<file path="config.mk">
export PLATFORM = sky130hd
export DESIGN_NAME = hyperbus_axi_traffic_gen
export DESIGN_NICKNAME = d
export VERILOG_FILES = /design/src/rtl/hyperbus_tgen_pkg.sv /design/src/rtl/hyperbus_tgen_addr_seq.sv /design/src/rtl/hyperbus_axi_traffic_gen.sv
export SDC_FILE = /design/constraint.sdc
export NUM_CORES = 1
export LEC_CHECK = 0
export CAP_MARGIN = 20
export CORE_ASPECT_RATIO = 2
export CORE_MARGIN = 3
export CORE_UTILIZATION = 35
export CTS_BUF_LIST = sky130_fd_sc_hd__clkbuf_8
export DETAILED_ROUTE_END_ITERATION = 12
export SYNTH_ARGS = -nofsm -noshare
export SYNTH_HDL_FRONTEND = slang
export SYNTH_SLANG_ARGS = --single-unit
</file>
<file path="constraint.sdc">
create_clock -name clk_i -period 26.7 [get_ports clk_i]
set_input_delay 8.01 -clock clk_i [delete_from_list [all_inputs] [get_ports clk_i]]
set_output_delay 8.01 -clock clk_i [all_outputs]
set_load 0.05 [all_outputs]
</file>
<file path="src/rtl/hyperbus_tgen_pkg.sv">
// Shared types for the hyperbus AXI traffic generator: FSM states, AXI channel structs, data pattern.
// Latency: n/a (declarations only).
// Backpressure: n/a.
package hyperbus_tgen_pkg;

    localparam int unsigned PageBytes     = 4096;
    localparam int unsigned TgenAddrWidth = 32;
    localparam int unsigned TgenDataWidth = 128;
    localparam int unsigned TgenIdWidth   = 6;

    localparam logic [1:0] AxiBurstIncr = 2'b01;
    localparam logic [1:0] AxiRespOkay  = 2'b00;

    typedef enum logic [2:0] {
        ST_IDLE,
        ST_AW,
        ST_W,
        ST_B,
        ST_AR,
        ST_R,
        ST_NEXT,
        ST_FIN
    } tgen_state_e;

    typedef struct packed {
        logic [TgenIdWidth-1:0]   id;
        logic [TgenAddrWidth-1:0] addr;
        logic [7:0]               len;
        logic [2:0]               size;
        logic [1:0]               burst;
    } axi_ax_t;

    typedef struct packed {
        logic [TgenDataWidth-1:0]   data;
        logic [TgenDataWidth/8-1:0] strb;
        logic                       last;
    } axi_w_t;

    typedef struct packed {
        logic [TgenIdWidth-1:0] id;
        logic [1:0]             resp;
    } axi_b_t;

    typedef struct packed {
        logic [TgenIdWidth-1:0]   id;
        logic [TgenDataWidth-1:0] data;
        logic [1:0]               resp;
        logic                     last;
    } axi_r_t;

    typedef struct packed {
        logic    aw_valid;
        axi_ax_t aw;
        logic    w_valid;
        axi_w_t  w;
        logic    b_ready;
        logic    ar_valid;
        axi_ax_t ar;
        logic    r_ready;
    } tgen_axi_req_t;

    typedef struct packed {
        logic    aw_ready;
        logic    w_ready;
        logic    b_valid;
        axi_b_t  b;
        logic    ar_ready;
        logic    r_valid;
        axi_r_t  r;
    } tgen_axi_rsp_t;

    // One 32-bit lane of test data: its own byte address scrambled by the run seed.
    function automatic logic [31:0] pattern_word(input logic [31:0] addr, input logic [31:0] seed);
        return addr ^ seed;
    endfunction

endpackage

</file>
<file path="src/rtl/hyperbus_tgen_addr_seq.sv">
// Burst start-address sequencer: next address with 4 KiB page skip and region wrap.
// Latency: combinational.
// Backpressure: none; the caller registers the result when it advances.
module hyperbus_tgen_addr_seq
    import hyperbus_tgen_pkg::*;
#(
    parameter int unsigned AddrWidth   = 32,
    parameter int unsigned RegionBytes = 32'h100_0000
) (
    input  logic                 first,
    input  logic [AddrWidth-1:0] base_addr,
    input  logic [AddrWidth-1:0] cur_addr,
    input  logic [AddrWidth-1:0] burst_bytes,
    output logic [AddrWidth-1:0] next_addr
);

    localparam logic [AddrWidth-1:0] PageMask  = AddrWidth'(PageBytes - 1);
    localparam logic [AddrWidth-1:0] PageSize  = AddrWidth'(PageBytes);
    localparam logic [AddrWidth-1:0] RegionEnd = AddrWidth'(RegionBytes);

    logic [AddrWidth-1:0] cand;
    logic [AddrWidth-1:0] page_off;
    logic [AddrWidth-1:0] page_next;
    logic [AddrWidth-1:0] skipped;

    // Candidate is the run base or the address just past the current burst. A burst
    // that would straddle a page moves to the next page start. The controller only
    // decodes NumChips*ChipBytes bytes, so anything at or beyond that (which covers
    // everything past base+region) wraps back to the run base.
    always_comb begin
        cand      = first ? base_addr : cur_addr + burst_bytes;
        page_off  = cand & PageMask;
        page_next = (cand & ~PageMask) + PageSize;
        skipped   = (page_off + burst_bytes > PageSize) ? page_next : cand;
        next_addr = (skipped >= RegionEnd) ? base_addr : skipped;
    end

endmodule

</file>
<file path="src/rtl/hyperbus_axi_traffic_gen.sv">
// AXI4 write/read-back traffic generator and data checker for the hyperbus controller.
// Latency: one AW/W/B/AR/R sequence per burst, one transaction outstanding; done one cycle after last burst.
// Backpressure: every valid is held with a stable payload until its ready; bready/rready always high when waiting.
module hyperbus_axi_traffic_gen
    import hyperbus_tgen_pkg::*;
#(
    parameter int unsigned NumChips     = 2,
    parameter int unsigned ChipBytes    = 32'h80_0000,
    parameter int unsigned AxiAddrWidth = 32,
    parameter int unsigned AxiDataWidth = 128,
    parameter int unsigned AxiIdWidth   = 6,
    parameter int unsigned MaxBurstLen  = 15,
    parameter type axi_req_t = tgen_axi_req_t,
    parameter type axi_rsp_t = tgen_axi_rsp_t
) (
    input  logic                    clk_i,
    input  logic                    rst_i,
    input  logic                    start_i,
    input  logic [AxiAddrWidth-1:0] base_addr_i,
    input  logic [15:0]             num_bursts_i,
    input  logic [7:0]              burst_len_i,
    input  logic [31:0]             seed_i,
    output axi_req_t                axi_req_o,
    input  axi_rsp_t                axi_rsp_i,
    output logic                    busy_o,
    output logic                    done_o,
    output logic [15:0]             err_cnt_o,
    output logic [AxiAddrWidth-1:0] first_err_addr_o
);

    localparam int unsigned DataBytes = AxiDataWidth / 8;
    localparam int unsigned SizeLog2  = $clog2(DataBytes);
    localparam int          Lanes     = AxiDataWidth / 32;
    localparam logic [7:0]  MaxLen    = 8'(MaxBurstLen);
    localparam logic [AxiAddrWidth-1:0] AlignMask = ~AxiAddrWidth'(DataBytes - 1);

    tgen_state_e state_q, state_d;

    logic [AxiAddrWidth-1:0] base_q;
    logic [AxiAddrWidth-1:0] cur_addr_q;
    logic [15:0]             num_q;
    logic [15:0]             burst_cnt_q;
    logic [7:0]              len_q;
    logic [7:0]              beat_q;
    logic [31:0]             seed_q;
    logic [15:0]             err_cnt_q;
    logic [AxiAddrWidth-1:0] first_err_addr_q;

    logic                    in_idle;
    logic                    start_ok;
    logic [7:0]              len_in;
    logic [7:0]              len_sel;
    logic [AxiAddrWidth-1:0] base_in;
    logic [AxiAddrWidth-1:0] burst_bytes;
    logic [AxiAddrWidth-1:0] next_addr;
    logic [AxiAddrWidth-1:0] beat_addr;
    logic [AxiDataWidth-1:0] exp_data;
    logic                    last_beat;
    logic                    w_fire, b_fire, r_fire;
    logic                    r_bad, b_bad, err_evt;
    logic [AxiAddrWidth-1:0] err_addr;
    logic                    unused_rsp_id;

    assign in_idle   = (state_q == ST_IDLE);
    assign start_ok  = in_idle & start_i;
    assign len_in    = (burst_len_i > MaxLen) ? MaxLen : burst_len_i;
    assign len_sel   = in_idle ? len_in : len_q;
    assign base_in   = base_addr_i & AlignMask;
    assign burst_bytes = (AxiAddrWidth'(len_sel) + AxiAddrWidth'(1)) << SizeLog2;
    assign beat_addr = cur_addr_q + (AxiAddrWidth'(beat_q) << SizeLog2);
    assign last_beat = (beat_q == len_q);

    assign w_fire = (state_q == ST_W) & axi_rsp_i.w_ready;
    assign b_fire = (state_q == ST_B) & axi_rsp_i.b_valid;
    assign r_fire = (state_q == ST_R) & axi_rsp_i.r_valid;

    // IDs are fixed at zero and never inspected on the way back.
    assign unused_rsp_id = ^{axi_rsp_i.b.id, axi_rsp_i.r.id};

    hyperbus_tgen_addr_seq #(
        .AddrWidth   (AxiAddrWidth),
        .RegionBytes (NumChips * ChipBytes)
    ) u_addr_seq (
        .first       (in_idle),
        .base_addr   (in_idle ? base_in : base_q),
        .cur_addr    (cur_addr_q),
        .burst_bytes (burst_bytes),
        .next_addr   (next_addr)
    );

    // Expected beat data; the same words are written and later demanded on read.
    always_comb begin
        exp_data = '0;
        for (int k = 0; k < Lanes; k++) begin
            exp_data[k*32 +: 32] = pattern_word(beat_addr[31:0] + 32'(4 * k), seed_q);
        end
    end

    // Classify the current response beat; a B error is booked against the burst start.
    always_comb begin
        r_bad    = (axi_rsp_i.r.resp != AxiRespOkay) | (axi_rsp_i.r.data != exp_data) |
                   (axi_rsp_i.r.last != last_beat);
        b_bad    = (axi_rsp_i.b.resp != AxiRespOkay);
        err_evt  = (r_fire & r_bad) | (b_fire & b_bad);
        err_addr = b_fire ? cur_addr_q : beat_addr;
    end

    // State register; reset aborts any run without waiting for the slave.
    always_ff @(posedge clk_i) begin
        if (rst_i) state_q <= ST_IDLE;
        else       state_q <= state_d;
    end

    // Next state and AXI drive: valids depend on state only, never on a ready.
    always_comb begin
        state_d   = state_q;
        axi_req_o = '0;

        axi_req_o.aw.id    = '0;
        axi_req_o.aw.addr  = cur_addr_q;
        axi_req_o.aw.len   = len_q;
        axi_req_o.aw.size  = 3'(SizeLog2);
        axi_req_o.aw.burst = AxiBurstIncr;
        axi_req_o.ar       = axi_req_o.aw;
        axi_req_o.w.data   = exp_data;
        axi_req_o.w.strb   = '1;
        axi_req_o.w.last   = last_beat;

        busy_o = !in_idle;
        done_o = (state_q == ST_FIN);

        case (state_q)
            ST_IDLE: if (start_i) state_d = (num_bursts_i == 16'd0) ? ST_FIN : ST_AW;
            ST_AW: begin
                axi_req_o.aw_valid = 1'b1;
                if (axi_rsp_i.aw_ready) state_d = ST_W;
            end
            ST_W: begin
                axi_req_o.w_valid = 1'b1;
                if (w_fire && last_beat) state_d = ST_B;
            end
            ST_B: begin
                axi_req_o.b_ready = 1'b1;
                if (axi_rsp_i.b_valid) state_d = ST_AR;
            end
            ST_AR: begin
                axi_req_o.ar_valid = 1'b1;
                if (axi_rsp_i.ar_ready) state_d = ST_R;
            end
            ST_R: begin
                axi_req_o.r_ready = 1'b1;
                if (r_fire && last_beat) state_d = ST_NEXT;
            end
            ST_NEXT: state_d = (burst_cnt_q + 16'd1 == num_q) ? ST_FIN : ST_AW;
            ST_FIN:  state_d = ST_IDLE;
            default: state_d = ST_IDLE;
        endcase
    end

    // Run context, beat counter, burst advance and saturating error bookkeeping.
    always_ff @(posedge clk_i) begin
        if (rst_i) begin
            base_q           <= '0;
            cur_addr_q       <= '0;
            num_q            <= '0;
            burst_cnt_q      <= '0;
            len_q            <= '0;
            beat_q           <= '0;
            seed_q           <= '0;
            err_cnt_q        <= '0;
            first_err_addr_q <= '0;
        end else begin
            if (start_ok) begin
                base_q           <= base_in;
                cur_addr_q       <= next_addr;
                num_q            <= num_bursts_i;
                burst_cnt_q      <= '0;
                len_q            <= len_in;
                beat_q           <= '0;
                seed_q           <= seed_i;
                err_cnt_q        <= '0;
                first_err_addr_q <= '0;
            end
            if (w_fire || r_fire) beat_q <= last_beat ? 8'd0 : beat_q + 8'd1;
            if (state_q == ST_NEXT) begin
                burst_cnt_q <= burst_cnt_q + 16'd1;
                cur_addr_q  <= next_addr;
            end
            if (err_evt) begin
                if (err_cnt_q != 16'hFFFF) err_cnt_q <= err_cnt_q + 16'd1;
                if (err_cnt_q == 16'd0) first_err_addr_q <= err_addr;
            end
        end
    end

    assign err_cnt_o        = err_cnt_q;
    assign first_err_addr_o = first_err_addr_q;

endmodule

</file>
=== Yosys cells after proc, flatten, opt, wreduce, memory -nomap -nowiden ===
Index checks and enable logic that the tools add are counted.

* Register bits after elaboration: 191

* Equal/unequal tests: 18
* Bitwise gates (word level): 13
* Add/sub/neg operators: 11
* Reductions and logical operators: 12
* Muxes and demuxes: 34
* Magnitude comparators: 3

{| class="wikitable"
|+ Operators with widths
! operator !! number
|-
| $mux 32 || 10
|-
| $ne 128x128->1 || 1
|-
| $xor 32x32->32 || 4
|-
| $mux 16 || 5
|-
| $add 32x4->32 const B || 2
|-
| $mux 8 || 5
|-
| $add 16x1->16 const B || 2
|-
| $add 32x12->32 || 1
|-
| $add 32x13->32 || 1
|-
| $add 32x13->32 const B || 1
|-
| $add 32x3->32 const B || 1
|-
| $ge 32x25->1 const B || 1
|-
| $gt 32x13->1 const B || 1
|-
| $logic_not 16->1 || 2
|-
| $mux 3 || 8
|-
| $pmux 3 s8 || 1
|-
| $eq 16x16->1 || 1
|-
| $ne 16x16->1 const B || 1
|-
| $add 12x13->14 || 1
|-
| $eq 3x3->1 const B || 4
|-
| $add 8x1->9 const B || 1
|-
| $add 8x1->8 const B || 1
|-
| $eq 8x8->1 || 1
|-
| $gt 8x4->1 const B || 1
|-
| 14 further kinds || 34
|}

=== Longest topological paths before layout ===
* Depth after elaboration: 13
* Gate-level depth with buffers: 35

=== Cells and area by module ===
Synthesis repeated with hierarchy kept, for this count alone.

* Cell total of the unflattened synthesis: 2,850
* Area total of the unflattened synthesis: 20,352.0 um^2

{| class="wikitable"
|+ By module, submodules not included
! module !! sequential area each (um^2) !! cells each !! area each (um^2) !! times used
|-
| hyperbus_axi_traffic_gen || 3,823.7 || 2,161 || 15,668.8 || 1
|-
| hyperbus_tgen_addr_seq || 0.0 || 689 || 4,683.2 || 1
|}

=== Least setup slack after synthesis ===
Ideal clock, no wire load.

* Path type: input port to flip-flop
* Start: in burst_len_i[7]
* End: reg cur_addr_q[20]
* Cell stages on the path: 29
* Arrival: 13.968 ns
* Setup slack: 12.600 ns
* Setup time: 0.132 ns
* Cell sequence: or4_1 > nor2_1 > nor2_1 > a21oi_1 > inv_1 > ha_1 > nand3_1 > xor2_1 > o22ai_1 > ha_1 > a21o_1 > a21oi_1 > nand2_1 > xnor2_1 > o21ai_0 > ha_1 > o211a_1 > o2111ai_1 > o221ai_1 > nor2_1 > o2111ai_1 > nor4_1 > xnor2_1 > a211oi_2 > buf_2 > buf_1 > nand2_1 > o211ai_1 > a21oi_1

* Longest elaborated chain between the ends: 13

{| class="wikitable"
|+ RTL lines
! element !! line !! source
|-
| start, declared || hyperbus_axi_traffic_gen.sv:21 || <nowiki>input logic [7:0] burst_len_i,</nowiki>
|-
| $gt 8x4->1 || hyperbus_axi_traffic_gen.sv:66 || <nowiki>assign len_in = (burst_len_i > MaxLen) ? MaxLen : burst_len_i;</nowiki>
|-
| $mux 8 (*) || hyperbus_axi_traffic_gen.sv:66 ||
|-
| $mux 8 (*) || hyperbus_axi_traffic_gen.sv:67 || <nowiki>assign len_sel = in_idle ? len_in : len_q;</nowiki>
|-
| $add 8x1->9 (*) || hyperbus_axi_traffic_gen.sv:69 || <nowiki>assign burst_bytes = (AxiAddrWidth'(len_sel) + AxiAddrWidth'(1)) << SizeLog2;</nowiki>
|-
| $add 32x13->32 || hyperbus_tgen_addr_seq.sv:31 || <nowiki>cand = first ? base_addr : cur_addr + burst_bytes;</nowiki>
|-
| $mux 32 || hyperbus_tgen_addr_seq.sv:31 ||
|-
| $add 12x13->14 || hyperbus_tgen_addr_seq.sv:34 || <nowiki>skipped = (page_off + burst_bytes > PageSize) ? page_next : cand;</nowiki>
|-
| $gt 32x13->1 || hyperbus_tgen_addr_seq.sv:34 ||
|-
| $mux 32 (*) || hyperbus_tgen_addr_seq.sv:34 ||
|-
| $ge 32x25->1 || hyperbus_tgen_addr_seq.sv:35 || <nowiki>next_addr = (skipped >= RegionEnd) ? base_addr : skipped;</nowiki>
|-
| $mux 32 (*) || hyperbus_tgen_addr_seq.sv:35 ||
|-
| $mux 32 || hyperbus_axi_traffic_gen.sv:173 || <nowiki>if (start_ok) begin</nowiki>
|-
| $mux 32 (*) || hyperbus_axi_traffic_gen.sv:185 || <nowiki>if (state_q == ST_NEXT) begin</nowiki>
|-
| end signal, assigned || hyperbus_axi_traffic_gen.sv:175 || <nowiki>cur_addr_q <= next_addr;</nowiki>
|-
| end signal, assigned || hyperbus_axi_traffic_gen.sv:187 || <nowiki>cur_addr_q <= next_addr;</nowiki>
|-
| end, declared || hyperbus_axi_traffic_gen.sv:40 || <nowiki>logic [AxiAddrWidth-1:0] cur_addr_q;</nowiki>
|}

Every way passes the cells marked *; elsewhere a longest branch is shown, timed or not. The select of a mux whose other input is x is not followed.
A chain may end at the register's enable or synchronous reset.

=== Final worst setup path ===
* Start: in burst_len_i[7]
* End: reg cur_addr_q[12]

The elaborated chain is that of the path after synthesis.

==> out/results.tsv <==
stage	metric	value	unit
timing	slew_viol_final	0	
yosys	synth_seq_cells	191	
floorplan	pin_count	543	
critical_path	crit_fanout	43	
floorplan	core_area	51200	sq um
cts	root_buffer	clkbuf_8	
global_route	grt_pass1_wl	128000	um
critical_path	cp.arrival	16210	ps
floorplan	die_y	329	um
cells_and_area	drive_above_1_share	4.71	%
global_route	track_usage	30.4	%
timing	hold_ws	457	ps
cells_and_area	final_cell_mix	clkdlybuf4s50_1 (487), nand2_1 (372), xnor2_1 (211)	
cts	htreeDepth	4	
timing	hold_viol	0	
drt	first_iter_violations	1514	
drt	drc_errors	0	
timing	setup_ws	10890	ps
yosys	syn_inst	2529	
cts	postCtsSetupBuffers	0	
yosys	async_flop_share	0	%
floorplan	rows	117	
critical_path	r2r_start	state_q[2]	
drt	wl	87900	um
yosys	syn_avg_cell_area	7.23	sq um
worst_hold_path	hold_path.class	register to register	
drt	viasPerCell	5.75	
global_route	grt_max_degree	77	
place	pre_cts_ws	10460	ps
floorplan	die_x	168	um
power	power-per-cell-area	95.7	nW/um^2
global_route	grt_pass1_vias	20200	
critical_path	slowest_delay	690	ps
cells_and_area	layout.nets	3152	
timing	fin_skew	30.0	ps
floorplan	die_area	55200	sq um
cts	ctsResizeCount	0	
drt	first_pass_iters	6	
timing	fin_crit	15810	ps
cts	cts.sinks	191	
critical_path	critPathLaunchType	input pin	
yosys	ys_types	101	
critical_path	critical_path.startpoint	burst_len_i[7]	
cts	cts_tree	yes	
yosys	syn_area	18300	sq um
global_route	antenna_found_initial	7	
critical_path	worst_path_max_delay_cell	or4_1	
floorplan	start_util	35.7	%
drt	vias	20400	
timing	tightest_slew	1200	ps
critical_path	worstSetupEndpointType	register	
power	ir_worst_vdd	0.116	mV
place	port_buffers	488	
timing	finalCritPeriodShare	59.2	%
yosys	yosys_warnings	0	
drt	antenna_left	0	
cells_and_area	syn2layout_area_growth	29.3	%
cts	clock_path_buffers	2	
status	outcome	complete, no violations	
cells_and_area	fillers	5289	
timing	maxSlewHeadroom	17.9	%
timing	fmax	63.3	MHz
drt	wl_per_cell	24.8	um
yosys	synth-seq-area-share	20.9	%
place	gp_congestion	0.979	
cts	insertion_delay	520	ps
yosys	synthFlopType	dfxtp_1	
yosys	synth_edf_count	0	
timing	finalSetupTns	0	ps
power	p_leak	8.44	nW
cts	cts_buffers	17	
worst_hold_path	hp-start	base_q[13]	
timing	setup_viol_count_final	0	
cts	holdBufCountCts	0	
cells_and_area	final_common_cell	clkdlybuf4s50_1	
timing	rsz0062_at_grt	false	
global_route	grt_overflow	0	
place	hpwlAfterDp	71400	um
critical_path	critPathKind	input pin to register	
cts	clk_pin_slew	100	ps
critical_path	cp.required	27110	ps
run	cap_violations	0	
critical path: cells and delay by family:
kind | cells | cell delay [ps]
AO/OA/AOI/OAI | 12 | 2940
XOR/XNOR | 3 | 600
adder cells (fa/ha/maj) | 3 | 1060
buffers and inverters | 3 | 940
multiplexers | 1 | 270
AND/OR/NAND/NOR | 9 | 2390
path summary, 6_finish.rpt:
check / endpoint / depth (start not counted) / slack, ps
max: cur_addr_q[12] / 31 / 10890
min: base_q[13] / 2 / 460
max reg2reg: cur_addr_q[12] / 30 / 18570
min reg2reg: base_q[13] / 2 / 460
through the flow:
stage | total power, mW | instances | instance area (sq um) | utilization, %
5_1_grt | 2.39 | 3547 | 23700 | 46.2
3_5_place_dp | 2.05 | 3507 | 23200 | 45.3
4_1_cts | 2.26 | 3539 | 23600 | 46.1
2_1_floorplan | 1.52 | 2565 | 18400 | -
6_report | 2.26 | 3547 | 23700 | 46.2
3_3_place_gp | 2.03 | 3507 | 23200 | 45.3
registers in the layout, summed over array words and instances (netlist names):
register	cells
base_q	28
beat_q	8
burst_cnt_q	16
cur_addr_q	32
err_cnt_o	16
first_err_addr_o	32
len_q	8
num_q	16
seed_q	32
state_q	3
layout make-up:
class	count	area, sq um	share of cell area [%]
Clock inverter	15	196	0.830
Antenna cell	7	17.5	0.0740
Tap cell	654	818	3.46
Sequential cell	191	3820	16.2
Multi-Input combinational cell	2074	13200	55.6
Timing Repair Buffer	524	5180	21.9
Clock buffer	17	234	0.989
Inverter	65	244	1.03
power by group:
part	internal (mW)	total (mW)	switching [mW]	leakage, nW
sequential	0.324	0.406	0.0826	1.55
combinational	0.551	1.65	1.10	6.68
clock	0.0876	0.210	0.123	0.207
total	0.962	2.26	1.30	8.44
cells in the mapped netlist (27+ instances only):
library cell	number	area, sq um
nand2_1	373	1400
xnor2_1	212	1860
a21oi_1	202	1010
nor2_1	198	743
dfxtp_1	191	3820
clkbuf_1	103	387
nand3_1	100	500
xor2_1	97	850
buf_4	95	713
o21ai_0	88	440
inv_1	60	225
nor3_1	59	295
and3_1	56	350
nand4_1	54	338
nor4_1	40	250
ha_1	35	438
o211ai_1	35	263
nand2b_1	34	213
a211oi_1	32	240
or3_1	28	175
mux2i_1	27	270
routing by layer:
layer  track usage [%]  share of wire (%)  vias up
met5                 0                  0        -
met2              58.0                 53      896
met1              30.4                 34     9731
li1                  -                  -     9551
met3              4.18                5.0      232
met4              19.6                7.8        0
cell families (layout without fill, tap and decap cells):
logic type / Yosys count / after routing / share of synthesized area, %
and+or+nand+nor: 1069 / 1069 / 29.0
AOI/OAI and AO/OA: 573 / 573 / 20.5
xor gates and xnor gates: 324 / 324 / 16.6
buffers and inverters: 300 / 621 / 8.41
DFF: 191 / 191 / 20.9
adders and majority gates: 38 / 38 / 2.72
muxes: 32 / 32 / 1.78
other: 2 / 45 / 0.0410
Power figures use the tool's default switching activity.
